### src/rtl/fractal_sync_req_tx.sv
// Barrier initiator: forwards one core barrier request up the tree and waits for its wake-up.
// Define FRACTAL_SYNC_TIMEOUT_EN to bound the wait state with a TIMEOUT_CYCLES limit.
module fractal_sync_req_tx #(
  parameter int LEVEL_WIDTH    = 1,
  parameter int ID_WIDTH       = 1,
  parameter int MAX_LEVEL      = 1,
  parameter int TIMEOUT_CYCLES = 1024
) (
  input  logic                   clk_i,
  input  logic                   rst_i,
  input  logic                   req_valid_i,
  output logic                   req_ready_o,
  input  logic [LEVEL_WIDTH-1:0] req_level_i,
  input  logic [ID_WIDTH-1:0]    req_id_i,
  output logic                   sync_valid_o,
  input  logic                   sync_ready_i,
  output logic [LEVEL_WIDTH-1:0] sync_level_o,
  output logic [ID_WIDTH-1:0]    sync_id_o,
  input  logic                   wake_valid_i,
  input  logic [LEVEL_WIDTH-1:0] wake_level_i,
  input  logic [ID_WIDTH-1:0]    wake_id_i,
  input  logic                   wake_err_i,
  output logic                   done_o,
  output logic                   error_o,
  output logic                   busy_o
);

  typedef enum logic [1:0] {
    S_IDLE = 2'd0,
    S_SEND = 2'd1,
    S_WAIT = 2'd2,
    S_RESP = 2'd3
  } state_t;

  state_t                 r_state;
  logic                   r_req_ready;
  logic                   r_sync_valid;
  logic                   r_done;
  logic                   r_error;
  logic                   r_busy;
  logic [LEVEL_WIDTH-1:0] r_level;
  logic [ID_WIDTH-1:0]    r_id;

  logic w_level_illegal;
  logic w_wake_match;
  logic w_timeout;

  if (TIMEOUT_CYCLES < 1) begin : g_timeout_param_check
    $error("TIMEOUT_CYCLES must be at least 1");
  end

  assign w_level_illegal = (32'(req_level_i) > $unsigned(MAX_LEVEL));
  assign w_wake_match    = wake_valid_i && (wake_level_i == r_level) && (wake_id_i == r_id);

`ifdef FRACTAL_SYNC_TIMEOUT_EN
  localparam int CNT_W = $clog2(TIMEOUT_CYCLES + 1);

  logic [CNT_W-1:0] r_wait_cnt;
  logic [CNT_W-1:0] w_wait_cnt_next;

  // Fires at the end of the TIMEOUT_CYCLES-th wait cycle.
  assign w_wait_cnt_next = r_wait_cnt + CNT_W'(1);
  assign w_timeout       = (w_wait_cnt_next == CNT_W'(TIMEOUT_CYCLES));

  always_ff @(posedge clk_i) begin
    if (rst_i) begin
      r_wait_cnt <= '0;
    end else if (r_state != S_WAIT) begin
      r_wait_cnt <= '0;
    end else begin
      r_wait_cnt <= w_wait_cnt_next;
    end
  end
`else
  assign w_timeout = 1'b0;
`endif

  // Barrier FSM; every output is a register updated alongside the state.
  always_ff @(posedge clk_i) begin
    if (rst_i) begin
      r_state      <= S_IDLE;
      r_req_ready  <= 1'b1;
      r_sync_valid <= 1'b0;
      r_done       <= 1'b0;
      r_error      <= 1'b0;
      r_busy       <= 1'b0;
      r_level      <= '0;
      r_id         <= '0;
    end else begin
      r_done  <= 1'b0;
      r_error <= 1'b0;
      case (r_state)
        S_IDLE: begin
          if (req_valid_i) begin
            r_level     <= req_level_i;
            r_id        <= req_id_i;
            r_req_ready <= 1'b0;
            r_busy      <= 1'b1;
            if (w_level_illegal) begin
              r_state <= S_RESP;
              r_done  <= 1'b1;
              r_error <= 1'b1;
            end else begin
              r_state      <= S_SEND;
              r_sync_valid <= 1'b1;
            end
          end
        end
        S_SEND: begin
          if (sync_ready_i) begin
            r_sync_valid <= 1'b0;
            r_state      <= S_WAIT;
          end
        end
        S_WAIT: begin
          // A matching wake wins over a simultaneous timeout.
          if (w_wake_match) begin
            r_state <= S_RESP;
            r_done  <= 1'b1;
            r_error <= wake_err_i;
          end else if (w_timeout) begin
            r_state <= S_RESP;
            r_done  <= 1'b1;
            r_error <= 1'b1;
          end
        end
        S_RESP: begin
          r_state     <= S_IDLE;
          r_req_ready <= 1'b1;
          r_busy      <= 1'b0;
        end
        default: begin
          r_state      <= S_IDLE;
          r_req_ready  <= 1'b1;
          r_sync_valid <= 1'b0;
          r_busy       <= 1'b0;
        end
      endcase
    end
  end

  assign req_ready_o  = r_req_ready;
  assign sync_valid_o = r_sync_valid;
  assign sync_level_o = r_level;
  assign sync_id_o    = r_id;
  assign done_o       = r_done;
  assign error_o      = r_error;
  assign busy_o       = r_busy;

endmodule

### config.mk
export PLATFORM = sky130hd
export DESIGN_NAME = fractal_sync_req_tx
export DESIGN_NICKNAME = d
export VERILOG_FILES = /design/src/rtl/fractal_sync_req_tx.sv
export SDC_FILE = /design/constraint.sdc
export NUM_CORES = 1
export LEC_CHECK = 0
export ABC_AREA = 1
export CAP_MARGIN = 30
export CORE_AREA = 2 2 39 41
export DETAILED_ROUTE_END_ITERATION = 8
export DIE_AREA = 0 0 41 43
export GPL_ROUTABILITY_DRIVEN = 0
export PLACE_DENSITY = 0.74
export SETUP_SLACK_MARGIN = 0.15
export SLEW_MARGIN = 20
export SYNTH_ARGS = -nofsm -noshare
export SYNTH_HDL_FRONTEND = slang
export SYNTH_SLANG_ARGS = --single-unit
### constraint.sdc
create_clock -name clk_i -period 2 [get_ports clk_i]
set_input_delay 0.2 -clock clk_i [delete_from_list [all_inputs] [get_ports clk_i]]
set_output_delay 0.2 -clock clk_i [all_outputs]
set_load 0.005 [all_outputs]
==> results.toml, run 1 <==
[synthesis]
ys_types = 14
syn_inst = 64
synth_edf_count = 0
ys_ff_latch = 9
yosysWarnings = 0
synth_top_cell_area_share_pct = 39.0
synth_common_cells = "inv_1 (14), nand2_1 (13), dfxtp_1 (9)"
synth_top_cell_by_area = "dfxtp_1"
synth_top_flop_cell = "dfxtp_1"
avgSynthCellArea_um2 = 7.21
synth.most_common_cell = "inv_1"
synth_area_um2 = 462
yosysSeqAreaShare_pct = 39.0
syn_nets = 78
async_reset_ff_share_pct = 0
synthTopCellsByArea = "dfxtp_1 (39%), inv_1 (11%), ha_1 (11%), nand2_1 (11%), a21oi_1 (7.6%)"

[clock_network]
clkTransAtPathRegs_ps = 60
cts_num_sinks = 9
clkLatencyLatePin_ps = 260
numCtsBuffers = 3
holdBufCountCts = 0
cts_setup_buffers = 0
cts_tree = "built"
cts_root_buf = "clkbuf_4"
clk_path_buf_depth = 2
post_cts_resized = 0
h-tree-depth = 1

[worst_setup_path]
critPathKind = "flop to flop"
crit_start = "r_state[1]$_SDFFE_PP0P_"
r2r-start = "r_state[1]$_SDFFE_PP0P_"
cp-start-kind = "flop"
crit_fanout = 6
required_ps = 2160
r2r_cells = 6
r2r_slack_ps = 670
critPathCaptureType = "flop"
arrival_ps = 1490
rr_endpoint = "req_ready_o$_SDFFE_PP1P_"

[route]
wl_per_cell_um = 9.94
drc = 0
wirelength_um = 994
dr.first_iter.drc_count = 3
ant_nets = 0
vias = 444
vias_per_cell = 4.44
first_pass_iters = 2

[global_route]
overflow = 0
grt_pass1_vias = 412
grtUsageTotal_pct = 13.8
antenna_found_initial = 0
grt_max_degree = 7
grt_pass1_wl_mm = 1.55

[place]
io_buffers = 16
hpwl_um = 816
place_area_um2 = 642

[cells_and_area]
syn2layout_area_growth_pct = 44.7
utilization_pct = 48.3
antenna_cells = 0
design_area_um2 = 668
layout-drive-gt1-share_pct = 9.52
fill_cells = 145
nets = 99

[power_and_ir_drop]
power.density_mw_per_mm2 = 1080
peakVddDrop_mv = 0.333
p_leak_nw = 0.314

[floorplanning]
start_util_pct = 33.4
die_width_um = 41
pin_count = 17
die_area_mm2 = 0.00176
dieHeight_um = 43
coreArea_mm2 = 0.00138
rows = 14

[timing]
fmax_mhz = 750
hold_viol = 0
setup_viol = 0
fin_setup_tns_ps = 0
slew_viol_final = 0
fin_crit_sh_pct = 66.7
tightestPinTransition_ps = 186
clock_skew_ps = 0.540
slew_headroom_pct = 87.5
finalCriticalPeriod_ps = 1330
grt_setup_unrepaired = "false"

[run_status]
status = "finished clean"

[hold_path]
worstHoldStart = "busy_o$_SDFFE_PP0P_"
hold_end = "busy_o$_SDFFE_PP0P_"
hold_class = "flop to flop"
min_path_cells = 2

[job]
drv_cap = 0
==> worst max-delay path: stages (launching register included) <==
cell	delay, ps
dfxtp_1	380
inv_1	80
ha_1	230
nand2_1	180
o21ai_0	140
o21ai_0	160
nand2_1	60
==> stage by stage <==
stage / std cells / total power, mW / setup slack, ps / hold WS, ps
detailed placement: 96 / 0.584 / 646 / 467
global route: 100 / 0.786 / 522 / 507
global placement: 96 / 0.570 / 677 / 452
finish: 100 / 0.721 / 667 / 471
CTS: 100 / 0.732 / 648 / 478
floorplan: 64 / 0.458 / 762 / 269
==> cells in the final DEF (no fill, tap or decap), drive strengths merged <==
cell | Yosys | final
inv | 16 | 16
dfxtp | 9 | 9
and2 | 1 | 1
nand2 | 14 | 14
o21ai | 5 | 5
nor3 | 1 | 1
clkdlybuf4s50 | 0 | 16
or2 | 2 | 2
clkbuf | 0 | 4
a21oi | 7 | 7
ha | 4 | 4
nor2 | 2 | 2
nand3 | 3 | 3
==> final cells by class <==
| type | instances | area (µm²) | share of cell area [%] |
|---|---|---|---|
| multi-input cells | 39 | 221 | 33.1 |
| flip-flops and latches | 9 | 180 | 27.0 |
| repair buffers | 16 | 160 | 24.0 |
| inverters | 16 | 60.1 | 8.99 |
| clock buffers | 4 | 26.3 | 3.93 |
| well taps | 16 | 20.0 | 3.00 |
==> cells by family after synthesis <==
group                    count (synthesis)  synth area share, %
AO/OA/AOI/OAI                           12                 13.0
adder cells (fa/ha/maj)                  4                 10.8
buffers and inverters                   16                 13.0
flip-flops                               9                 39.0
AND/OR/NAND/NOR                         23                 24.1
==> layer usage <==
metal | GRT usage (%) | part of all wire, % | vias to the layer above
met5 | 0 | 0 | -
met1 | 13.5 | 42 | 192
li1 | - | - | 233
met3 | 3.14 | 5.1 | 5
met2 | 21.3 | 48 | 14
met4 | 14.0 | 4.8 | 0
==> flip-flops by register name, summed over array words and instances (netlist names) <==
signal / cells
error_o: 1
busy_o: 1
sync_valid_o: 1
req_ready_o: 1
done_o: 1
sync_level_o: 1
r_state: 2
sync_id_o: 1
==> worst max path at each step <==
stage | to | slack, ps | cells after the start
floorplan | r_state[1]$_SDFFE_PP0P_ | 760 | 8
global placement | r_state[1]$_SDFFE_PP0P_ | 680 | 8
detailed placement | r_state[1]$_SDFFE_PP0P_ | 650 | 8
CTS | req_ready_o$_SDFFE_PP1P_ | 650 | 6
global route | req_ready_o$_SDFFE_PP1P_ | 520 | 6
finish | req_ready_o$_SDFFE_PP1P_ | 670 | 6
==> power by group <==
| part | switching, mW | total, mW | leakage [nW] | internal (mW) |
|---|---|---|---|---|
| Sequential | 0.0292 | 0.255 | 0.0741 | 0.226 |
| Clock | 0.0689 | 0.146 | 0.0150 | 0.0772 |
| Combinational | 0.166 | 0.320 | 0.225 | 0.155 |
| Total | 0.264 | 0.721 | 0.314 | 0.458 |
(Power assumes the default switching activity.)
==> run 2, diff against run 1 <==
- clock period: 2 -> 1.4 ns (I/O delays scaled with it)
==> run 2 against run 1 <==
Against the previous run: sequential cell count unchanged; combinational power rose by 67%; register-to-register slack lost 500 ps; largest power group unchanged.
==> results.toml, run 2 (synthesis results as in run 1) <==
[floorplanning]
die_width_um = 41
rows = 14
start_util_pct = 33.4
die_area_mm2 = 0.00176
coreArea_mm2 = 0.00138
pin_count = 17
dieHeight_um = 43

[route]
highest_layer = "met4"
drc = 0
met3WireLength_um = 64
vias_per_cell = 4.44
wl_met1_um = 452
wl_per_cell_um = 10.0
dr.first_iter.drc_count = 2
wl_met2_um = 475
wirelength_mm = 1.03
first_pass_iters = 4
ant_nets = 0
vias = 453

[hold_path]
hold_class = "flop to flop"

[cells_and_area]
syn2layout_area_growth_pct = 59.1
largest_register_ffs = 2
nets = 101
largest-register = "r_state"
mostFrequentLayoutCells = "nand2_1 (13), inv_1 (11), clkdlybuf4s50_1 (9)"
antenna_cells = 0
final_common_cell = "nand2_1"
layout-drive-gt1-share_pct = 22.1

[timing]
fin_crit_sh_pct = 88.2
fmax_mhz = 810
clock_skew_ps = 4.67
slew_viol_final = 0
finalCriticalPeriod_ps = 1230
fin_setup_tns_ps = 0
grt_setup_unrepaired = "true"
setup_viol = 0
slew_headroom_pct = 88.8
hold_slack_ps = 459
tightestPinTransition_ps = 168
hold_viol = 0

[job]
drv_cap = 0

[power_and_ir_drop]
peakVddDrop_mv = 0.580
pwr-share-comb_pct = 47.4
clkPwrFrac_pct = 18.1
p_seq_share_pct = 34.6
p_sw_mw = 0.415
p_leak_nw = 0.416
switching_share_pct = 36.8
power.density_mw_per_mm2 = 1540
internal_power_mw = 0.713

[global_route]
grt_max_degree = 6
grt_pass1_vias = 442
antenna_found_initial = 0
overflow = 0
grtUsageTotal_pct = 15.0
grt_pass1_wl_mm = 1.74

[worst_setup_path]
crit_fanout = 4
cp-start-kind = "flop"
path_cells = "inv_4, ha_4, inv_2, or2_1, nand2_2, inv_2, nand3_2, nand2_1, nor2_1"
arrival_ps = 1430
path_common_cell = "inv_2"
slowest_stage = "dfxtp_4"
critPathCaptureType = "flop"
critPathKind = "flop to flop"
path_buf_inv = 3
required_ps = 1590
cp_top_family = "simple AND/OR/NAND/NOR gates"
slowest_delay_ps = 360

[clock_network]
numCtsBuffers = 3
cts_num_sinks = 9
h-tree-depth = 1
clkLatencyLatePin_ps = 260
clkTransAtPathRegs_ps = 60
cts_root_buf = "clkbuf_4"
clk_path_buf_depth = 2
cts_tree = "built"

[run_status]
status = "finished clean"

[place]
io_buffers = 16
hpwl_um = 794
run 2: cell types whose count changed in the layout (fill, tap and decap cells not counted), moves of 3 or more:
cell             change
dfxtp_1              -3
inv_1                -3
dlymetal6s2s_1       +6
clkdlybuf4s50_1      -7
run 2: path summary, 6_finish.rpt:
kind	slack (ps)	start	to	depth (start not counted)
setup / recovery	170	r_state[1]$_SDFFE_PP0P_	r_state[1]$_SDFFE_PP0P_	9
hold / removal	460	busy_o$_SDFFE_PP0P_	busy_o$_SDFFE_PP0P_	2
setup reg to reg	170	r_state[1]$_SDFFE_PP0P_	r_state[1]$_SDFFE_PP0P_	9
hold reg to reg	460	busy_o$_SDFFE_PP0P_	busy_o$_SDFFE_PP0P_	2
run 2: repair_timing:
action / in CTS / in global routing
pin swaps: 0 / 4
hold buffers: 0 / 0
gates resized for setup: 7 / 15
buffers inserted: 0 / 1
gates cloned: 0 / 0
endpoints found under the setup margin: 8 / 12
run 2: power groups by stage:
stage	combinational, mW	sequential, mW	clock [mW]
2_1_floorplan	0.285	0.370	0
3_3_place_gp	0.457	0.371	0
3_5_place_dp	0.473	0.372	0
4_1_cts	0.505	0.373	0.219
5_1_grt	0.609	0.397	0.231
6_report	0.534	0.390	0.204
run 2: worst reg2reg max path, cell delays in order (launching register included):
cell     delay [ps]
dfxtp_4         360
inv_4            70
ha_4            130
inv_2            30
or2_1           250
nand2_2          90
inv_2            50
nand3_2          60
nand2_1          50
nor2_1           80
run 2: through the flow:
stage / util [%] / setup WS, ps / cell area, µm² / cells / power [mW]
floorplan: - / 162 / 462 / 64 / 0.655
global placement: 46.9 / 97.4 / 649 / 97 / 0.828
detailed placement: 46.9 / 52.1 / 649 / 97 / 0.844
CTS: 49.8 / 135 / 689 / 101 / 1.10
global route: 53.1 / 65.6 / 734 / 102 / 1.24
finish: 53.1 / 165 / 734 / 102 / 1.13
run 2: layout make-up:
cell class	instances	area, µm²
Timing Repair Buffer	18	189
Fill cell	135	649
Sequential cell	9	186
Clock buffer	4	26.3
Multi-Input combinational cell	39	250
Inverter	16	62.6
Tap cell	16	20.0
run 2: layer usage:
layer / GRT usage [%] / vias to the layer above
li1: - / 241
met1: 16.1 / 193
met2: 22.2 / 15
met3: 3.66 / 4
met4: 14.0 / 0
met5: 0 / -
